$ cat src/rtl/replica_sweep_seq.sv
// ---------------------------------------------------------------------------
// replica_sweep_seq
//   Per-chain command sequencer for the replica-exchange annealer. Each
//   iteration issues one full sweep to the node array:
//     RAND(1) -> DIST(DIST_LAT) -> MTR(MTR_LAT) -> REPL(REPL_LAT) -> EXCH(EX_LAT)
//   Each working state pulses its *_run strobe on its first cycle and then
//   holds for its latency through one shared down-counter.
//
//   Optional feature (macro SWEEP_SNAPSHOT_EN): after every snap_int-th
//   iteration, a SNAP phase holds distance_shift high for NODE_NUM cycles and
//   pulses snap_req on entry. Without the macro, SNAP is unreachable and
//   distance_shift is tied low.
//
// Ports
//   clk, reset        clock, asynchronous active-low reset
//   start, abort      run request / sticky stop request (acted on at EXCH end)
//   iter_num          iterations to run (0 = finish immediately)
//   mode_fix/mode_val hold opt_sel at mode_val (clamped) instead of rotating
//   busy, done        run in progress / 1-cycle end-of-run pulse
//   iter_cnt          completed iterations (saturating)
//   opt_sel           opt mode for current iteration
//   *_run             phase strobes to the node array
//   exchange_bank     replica pairing parity, toggles per iteration
//   distance_shift    total-distance shift phase level
//   snap_int, snap_req  snapshot interval / snapshot entry pulse (macro only)
// ---------------------------------------------------------------------------
module replica_sweep_seq #(
  parameter int NODE_NUM  = 32,
  parameter int ITER_W    = 32,
  parameter int OPT_MODES = 2,
  parameter int DIST_LAT  = 6,
  parameter int MTR_LAT   = 4,
  parameter int REPL_LAT  = 4,
  parameter int EX_LAT    = 130,
  localparam int SELW     = (OPT_MODES > 1) ? $clog2(OPT_MODES) : 1
) (
  input  logic              clk,
  input  logic              reset,
  input  logic              start,
  input  logic              abort,
  input  logic [ITER_W-1:0] iter_num,
  input  logic              mode_fix,
  input  logic [SELW-1:0]   mode_val,
`ifdef SWEEP_SNAPSHOT_EN
  input  logic [ITER_W-1:0] snap_int,
  output logic              snap_req,
`endif
  output logic              busy,
  output logic              done,
  output logic [ITER_W-1:0] iter_cnt,
  output logic [SELW-1:0]   opt_sel,
  output logic              random_run,
  output logic              distance_run,
  output logic              metropolis_run,
  output logic              replica_run,
  output logic              exchange_run,
  output logic              exchange_bank,
  output logic              distance_shift
);

  localparam int M1   = (DIST_LAT > MTR_LAT) ? DIST_LAT : MTR_LAT;
  localparam int M2   = (M1 > REPL_LAT) ? M1 : REPL_LAT;
  localparam int M3   = (M2 > EX_LAT) ? M2 : EX_LAT;
  localparam int MAXL = (M3 > NODE_NUM) ? M3 : NODE_NUM;
  localparam int CW   = (MAXL > 2) ? $clog2(MAXL) : 1;

  localparam logic [SELW:0]   MODES_L   = (SELW+1)'(OPT_MODES);
  localparam logic [SELW-1:0] LAST_MODE = SELW'(OPT_MODES - 1);

  typedef enum logic [2:0] {
    S_IDLE, S_RAND, S_DIST, S_MTR, S_REPL, S_EXCH, S_SNAP, S_FIN
  } state_t;

  state_t            state, nxt;
  logic [CW-1:0]     cnt;
  logic              ent;        // first cycle of the current state
  logic              abort_q;
  logic [ITER_W-1:0] iter_max;
  logic [ITER_W-1:0] cnt_inc;
  logic [SELW-1:0]   mode_clamp;
  logic              start_ok, phase_end, exch_end, last_iter, snap_due;

  // Cycles to hold each state, minus one (the entry cycle)
  function automatic logic [CW-1:0] lat_m1(state_t s);
    case (s)
      S_DIST:  lat_m1 = CW'(DIST_LAT - 1);
      S_MTR:   lat_m1 = CW'(MTR_LAT - 1);
      S_REPL:  lat_m1 = CW'(REPL_LAT - 1);
      S_EXCH:  lat_m1 = CW'(EX_LAT - 1);
      S_SNAP:  lat_m1 = CW'(NODE_NUM - 1);
      default: lat_m1 = '0;
    endcase
  endfunction

  assign start_ok   = start && (state == S_IDLE);
  assign phase_end  = (cnt == '0);
  assign exch_end   = (state == S_EXCH) && phase_end;
  assign cnt_inc    = (iter_cnt == '1) ? iter_cnt : iter_cnt + 1'b1;
  assign last_iter  = (cnt_inc == iter_max) || abort_q;
  assign mode_clamp = ({1'b0, mode_val} >= MODES_L) ? LAST_MODE : mode_val;

`ifdef SWEEP_SNAPSHOT_EN
  // Iterations since the last snapshot; equivalent to iter_cnt % snap_int
  // while snap_int is held stable for the run.
  logic [ITER_W-1:0] snap_ctr;
  assign snap_due       = (snap_int != '0) && ((snap_ctr + 1'b1) == snap_int);
  assign distance_shift = (state == S_SNAP);
  assign snap_req       = ent && (state == S_SNAP);
`else
  assign snap_due       = 1'b0;
  assign distance_shift = 1'b0;
`endif

  assign busy           = (state != S_IDLE) && (state != S_FIN);
  assign random_run     = ent && (state == S_RAND);
  assign distance_run   = ent && (state == S_DIST);
  assign metropolis_run = ent && (state == S_MTR);
  assign replica_run    = ent && (state == S_REPL);
  assign exchange_run   = ent && (state == S_EXCH);

  always_comb begin
    nxt = state;
    case (state)
      S_IDLE: if (start) nxt = (iter_num == '0) ? S_FIN : S_RAND;
      S_RAND: if (phase_end) nxt = S_DIST;
      S_DIST: if (phase_end) nxt = S_MTR;
      S_MTR:  if (phase_end) nxt = S_REPL;
      S_REPL: if (phase_end) nxt = S_EXCH;
      S_EXCH: if (phase_end) begin
        if (snap_due)       nxt = S_SNAP;
        else if (last_iter) nxt = S_FIN;
        else                nxt = S_RAND;
      end
      // iter_cnt already advanced when SNAP was entered
      S_SNAP: if (phase_end) nxt = ((iter_cnt == iter_max) || abort_q) ? S_FIN : S_RAND;
      S_FIN:  nxt = S_IDLE;
      default: nxt = S_IDLE;
    endcase
  end

  always_ff @(posedge clk or negedge reset) begin
    if (!reset) begin
      state         <= S_IDLE;
      ent           <= 1'b0;
      cnt           <= '0;
      done          <= 1'b0;
      abort_q       <= 1'b0;
      iter_max      <= '0;
      iter_cnt      <= '0;
      opt_sel       <= '0;
      exchange_bank <= 1'b0;
`ifdef SWEEP_SNAPSHOT_EN
      snap_ctr      <= '0;
`endif
    end else begin
      state <= nxt;
      ent   <= (nxt != state);
      done  <= (state == S_FIN);
      if (nxt != state)   cnt <= lat_m1(nxt);
      else if (cnt != '0) cnt <= cnt - 1'b1;

      if (start_ok) begin
        iter_max      <= iter_num;
        iter_cnt      <= '0;
        exchange_bank <= 1'b0;
        opt_sel       <= mode_fix ? mode_clamp : '0;
        abort_q       <= abort;   // start wins, abort still takes effect after iter 1
`ifdef SWEEP_SNAPSHOT_EN
        snap_ctr      <= '0;
`endif
      end else begin
        if (state == S_FIN)                      abort_q <= 1'b0;
        else if (abort && (state != S_IDLE))     abort_q <= 1'b1;
        if (exch_end) begin
          iter_cnt      <= cnt_inc;
          exchange_bank <= ~exchange_bank;
          if (mode_fix)               opt_sel <= mode_clamp;
          else if (opt_sel >= LAST_MODE) opt_sel <= '0;
          else                        opt_sel <= opt_sel + 1'b1;
`ifdef SWEEP_SNAPSHOT_EN
          snap_ctr <= snap_due ? '0 : snap_ctr + 1'b1;
`endif
        end
      end
    end
  end

endmodule

$ cat config.mk
export PLATFORM = sky130hd
export DESIGN_NAME = replica_sweep_seq
export DESIGN_NICKNAME = d
export VERILOG_FILES = /design/src/rtl/replica_sweep_seq.sv
export SDC_FILE = /design/constraint.sdc
export NUM_CORES = 1
export LEC_CHECK = 0
export ABC_AREA = 0
export CAP_MARGIN = 10
export CORE_UTILIZATION = 30
export CTS_CLUSTER_SIZE = 12
export DETAILED_ROUTE_END_ITERATION = 6
export HOLD_SLACK_MARGIN = 0.1
export PLACE_DENSITY = 0.49
export REMOVE_ABC_BUFFERS = 1
export SLEW_MARGIN = 5
export SYNTH_ARGS = -nofsm -noshare
export SYNTH_HDL_FRONTEND = slang
export SYNTH_SLANG_ARGS = --single-unit
$ cat constraint.sdc
create_clock -name clk -period 7.1 [get_ports clk]
set_clock_uncertainty 0.2 [all_clocks]
set_input_delay 2.13 -clock clk [delete_from_list [all_inputs] [get_ports clk]]
set_output_delay 2.13 -clock clk [all_outputs]
set_load 0.02 [all_outputs]
### Word-level counts from Yosys, hierarchy flattened

Cells that the tools add are included.

* flip-flop bits (word level): 80
* output and inout bits: 42

* add/subtract/negate cells: 3
* $lt $le $gt $ge: 1
* equal/unequal tests: 17
* mux-type cells: 27
* bitwise logic cells: 1
* reduce and logical (&&, ||, !) cells: 20

Operators by type and width (count)
* 32-bit 2-to-1 mux: 3
* 32-bit equality test: 2
* 32-bit by 1-bit adder with 32-bit output (second input constant): 1
* 32-bit equality test (second input constant): 1
* 32-bit zero test: 1
* 8-bit one-hot mux with 4 select lines: 1
* 3-bit 2-to-1 mux: 10
* 3-bit one-hot mux with 8 select lines: 1
* 3-bit equality test (second input constant): 7
* 8-bit 2-to-1 mux: 2
* 3-bit by 2-bit equality test with 1-bit output (second input constant): 4
* 1-bit 2-to-1 mux: 10
* 1-bit logical AND: 9
* 8-bit zero test: 1
* 8-bit nonzero test: 1
* 8-bit by 1-bit subtractor with 8-bit output (second input constant): 1
* 3-bit nonzero test: 2
* 2-bit nonzero test: 2
* 3-bit by 1-bit equality test with 1-bit output (second input constant): 1
* 3-bit zero test: 1
* 3-bit != test: 1
* 3-bit != test (second input constant): 1
* 1-bit logical OR: 2
* 2-bit OR reduction: 1
* 3 further kinds: 3

### Depth between registers and ports, before layout

* depth in word-level cells: 11
* mapped depth: 13
* mapped depth without buffers: 11

### Worst setup path after synthesis

No wires, ideal clock.

* path type: input -> register
* start point: input iter_num[6]
* end point: register cnt[1]
* setup time: 0.079 ns
* data arrival time: 3.812 ns
* data required time: 6.821 ns
* path slack: 3.008 ns
* stages: 10
* cells stage by stage: or4_1 -> nor4_1 -> and4_1 -> a21oi_1 -> o21a_1 -> nor2_1 -> o21a_1 -> a21o_1 -> buf_6 -> mux2i_1

* word-level cells in the longest chain between the ends: 8
* elaborated cells between the ends (all ways): 14
* classes of those cells: eq/ne (6); mux (5); reduce/logical (3)

Ends and longest elaborated chain
* start: declaration: line 41 `input logic [ITER_W-1:0] iter_num,`
* 32-bit zero test (*): line 124 `S_IDLE: if (start) nxt = (iter_num == '0) ? S_FIN : S_RAND;`
* 3-bit 2-to-1 mux (*) (2 in series): line 124
* 3-bit one-hot mux with 8 select lines (*): line 123 `case (state)`
* 3-bit equality test or 3-bit by 2-bit equality test with 1-bit output (tied branches): line 85 `case (s)`
* 2-bit OR reduction (no source line)
* 8-bit one-hot mux with 4 select lines: line 85
* 8-bit 2-to-1 mux: line 159 `if (nxt != state) cnt <= lat_m1(nxt);`
* end signal: assignment: line 159
* end signal: assignment: line 160 `else if (cnt != '0) cnt <= cnt - 1'b1;`
* end: declaration: line 75 `logic [CW-1:0] cnt;`

Every way passes the cells marked *; elsewhere a longest branch is shown, timed or not.
A chain may end at the register's enable or synchronous reset.

### Worst setup path after layout

* start point: input iter_num[29]
* end point: register cnt[1]

Same word-level chain as after synthesis.

==> flow_metrics.py <==
metrics = {
    "outcome": {
        "outcome": "finished, final reports clean",
    },
    "clock_tree": {
        "path_clk_slew_ns": 0.06,
        "clock_path_buffers": 2,
        "cts.sinks": 80,
        "numCtsBuffers": 9,
        "ctsHoldBuffers": 0,
        "h-tree-depth": 3,
        "cts_resized": 0,
        "cts_tree": "built",
        "cts-root-buf": "clkbuf_16",
        "clock_latency_ns": 0.35,
        "cts_setup_buffers": 0,
    },
    "floorplan": {
        "ios": 80,
        "row_count": 48,
        "dieArea_um2": 18400,
        "core_area_um2": 17400,
        "fp.dieW_um": 136,
        "initial_core_util": 0.308,
        "die_y_um": 136,
    },
    "job": {
        "maxCapViolations": 0,
    },
    "detailed_routing": {
        "ant_nets": 0,
        "finalWirelength_um": 17200,
        "drc": 0,
        "drt_iter0_markers": 356,
        "dr.pass1.iters": 5,
        "avgRoutedWirePerCell_um": 18.5,
        "vias": 4973,
        "via_per_inst": 5.35,
    },
    "power": {
        "ir_drop_mv": 0.105,
        "power_density_nw_per_um2": 156,
        "p_leak_nw": 2.76,
    },
    "yosys": {
        "yosys.area.top_type_share": 0.374,
        "syn_avg_cell_area_um2": 8.23,
        "synth_edf_count": 0,
        "synthTopCellsByCount": "nand2_1 (139), dfrtp_1 (80), nor2_1 (59)",
        "ys_warn_count": 0,
        "synth_area_leaders": "dfrtp_1 (37%), nand2_1 (9.8%), xnor2_1 (7.4%)",
        "syn-cell-area_um2": 5350,
        "yosysTopAreaCell": "dfrtp_1",
        "yosys.cell_count.top_type": "nand2_1",
        "synthCells": 650,
        "synth_seq_area_share": 0.374,
        "synth_cell_types": 71,
        "synthFlopType": "dfrtp_1",
        "async_flop_share": 1.00,
        "ys_ff_latch": 80,
    },
    "placed_design": {
        "gp_congestion": 0.938,
        "placed_area_um2": 6270,
        "dp_hpwl_um": 13200,
        "portBuffers": 78,
    },
    "global_routing": {
        "grt-ovfl-total": 0,
        "grt_pass1_wl_um": 28200,
        "antenna_found_initial": 0,
        "grt_pass1_vias": 4915,
        "grt_max_degree": 47,
        "track_usage": 0.202,
    },
    "critical_path": {
        "crit_fanout": 9,
        "worstPathArrival_ns": 4.92,
        "required_ns": 7.17,
        "startpoint_type": "input port",
        "crit_chain": "clkdlybuf4s50_1 -> nor4_1 -> nand4_1 -> nor4_1 -> and4_1 -> a21oi_1 -> o21a_1 -> nor2_1 -> o21a_1 -> a21o_1 -> mux2i_1",
        "criticalPathCategory": "input port to flop",
        "crit_buf_inv": 1,
        "max_stage_delay_ns": 0.58,
        "worstSetupEndpointType": "flop",
        "crit_slowest_cell": "nor4_1",
        "path_delay_family": "simple AND/OR/NAND/NOR gates",
    },
    "sta": {
        "hold_viol_final": 0,
        "setup_viol": 0,
        "fin_tns_setup_ns": 0,
        "max_freq_ghz": 0.206,
        "slew_viol_final": 0,
        "rsz0062_at_grt": "false",
        "fin_crit_ns": 4.85,
        "worstMarginPinSlew_ns": 1.15,
        "finalHoldWorstSlack_ns": 0.303,
        "slew_headroom": 0.226,
        "fin_crit_sh": 0.683,
    },
    "cells_and_area": {
        "final_design_area_no_fill_um2": 6610,
        "area.sequential_um2": 2000,
        "num-fill-cells": 1788,
        "area_delta_synth_final_pct": 23.5,
        "multi_input_area_um2": 3120,
        "fin_nets": 742,
        "antenna_cells": 0,
        "drive_gt1_frac": 0.0553,
    },
    "min_path": {
        "hold_class": "flop to flop",
    },
}
==> kinds of logic (layout without fill, tap and decap cells) <==
kind of cell | after synthesis | in the layout | share of synthesized area
flip-flops | 80 | 80 | 0.374
adder cells (fa/ha/maj) | 3 | 3 | 0.00702
AND/OR/NAND/NOR | 334 | 334 | 0.308
XOR/XNOR | 82 | 82 | 0.134
buffers and inverters | 55 | 110 | 0.0442
multiplexers | 5 | 5 | 0.00936
AO/OA/AOI/OAI | 90 | 90 | 0.122
other | 1 | 1 | 0.000701
==> path summary, 6_finish.rpt <==
kind / start / endpoint / slack (ns) / cells past startpoint
worst max-delay path: iter_num[29] / cnt[1] / 2.25 / 11
worst min-delay path: exchange_bank / exchange_bank / 0.30 / 1
max in group asynchronous: reset / cnt[6] / 4.21 / 2
min in group asynchronous: reset / iter_cnt[0] / 1.52 / 1
worst max register to register: iter_cnt[1] / cnt[1] / 2.57 / 11
worst min register to register: exchange_bank / exchange_bank / 0.30 / 1
==> placed cells by master (no fill, tap or decap), drive strengths merged, types with 4 or more instances in the layout <==
cell,count
and4,6
nor2,59
xor2,37
dfrtp,80
a211oi,7
clkbuf,12
a21o,4
clkdlybuf4s50,77
nand4,32
buf,8
a21oi,19
o21ai,19
and3,7
a21boi,4
inv,10
or3,6
a2111oi,4
nor4,19
nand2,139
nor3,17
nand2b,4
a31oi,6
mux2i,5
nand3,19
xnor2,45
or4,5
==> cell type report <==
class / instances / share of cell area
Sequential cell: 80 / 0.303
Tap cell: 225 / 0.0426
Inverter: 10 / 0.00568
Clock buffer: 12 / 0.0373
Timing Repair Buffer: 85 / 0.126
Multi-Input combinational cell: 515 / 0.472
Clock inverter: 3 / 0.0136
==> stage by stage <==
stage	worst slack (ns)	cells	power [mW]	util
floorplan	2.92	605	0.468	-
global placement	1.98	915	0.503	0.361
detailed placement	1.84	915	0.504	0.361
CTS	2.21	930	1.05	0.381
global route	1.99	930	1.07	0.381
finish	2.25	930	1.03	0.381
==> power breakdown <==
| part | internal, mW | total, mW | switching, mW | leakage, nW |
|---|---|---|---|---|
| Sequential | 0.456 | 0.457 | 0.000258 | 0.896 |
| Combinational | 0.0200 | 0.0378 | 0.0178 | 1.70 |
| Clock | 0.352 | 0.538 | 0.186 | 0.163 |
| Total | 0.828 | 1.03 | 0.204 | 2.76 |
==> per-layer routing <==
layer | wire length [um] | share of wire | track usage
met3 | 700 | 0.041 | 0.0344
met4 | 416 | 0.024 | 0.0762
met1 | 8220 | 0.48 | 0.276
met2 | 7900 | 0.46 | 0.318
met5 | 0 | 0 | 0
==> sequential cells by signal, indices dropped and copies added (netlist names) <==
register and flops:
iter_cnt 32, iter_max 32, cnt 8, state 3, abort_q 1, done 1, ent 1, exchange_bank 1
opt_sel 1
Power figures use the tool's default switching activity.
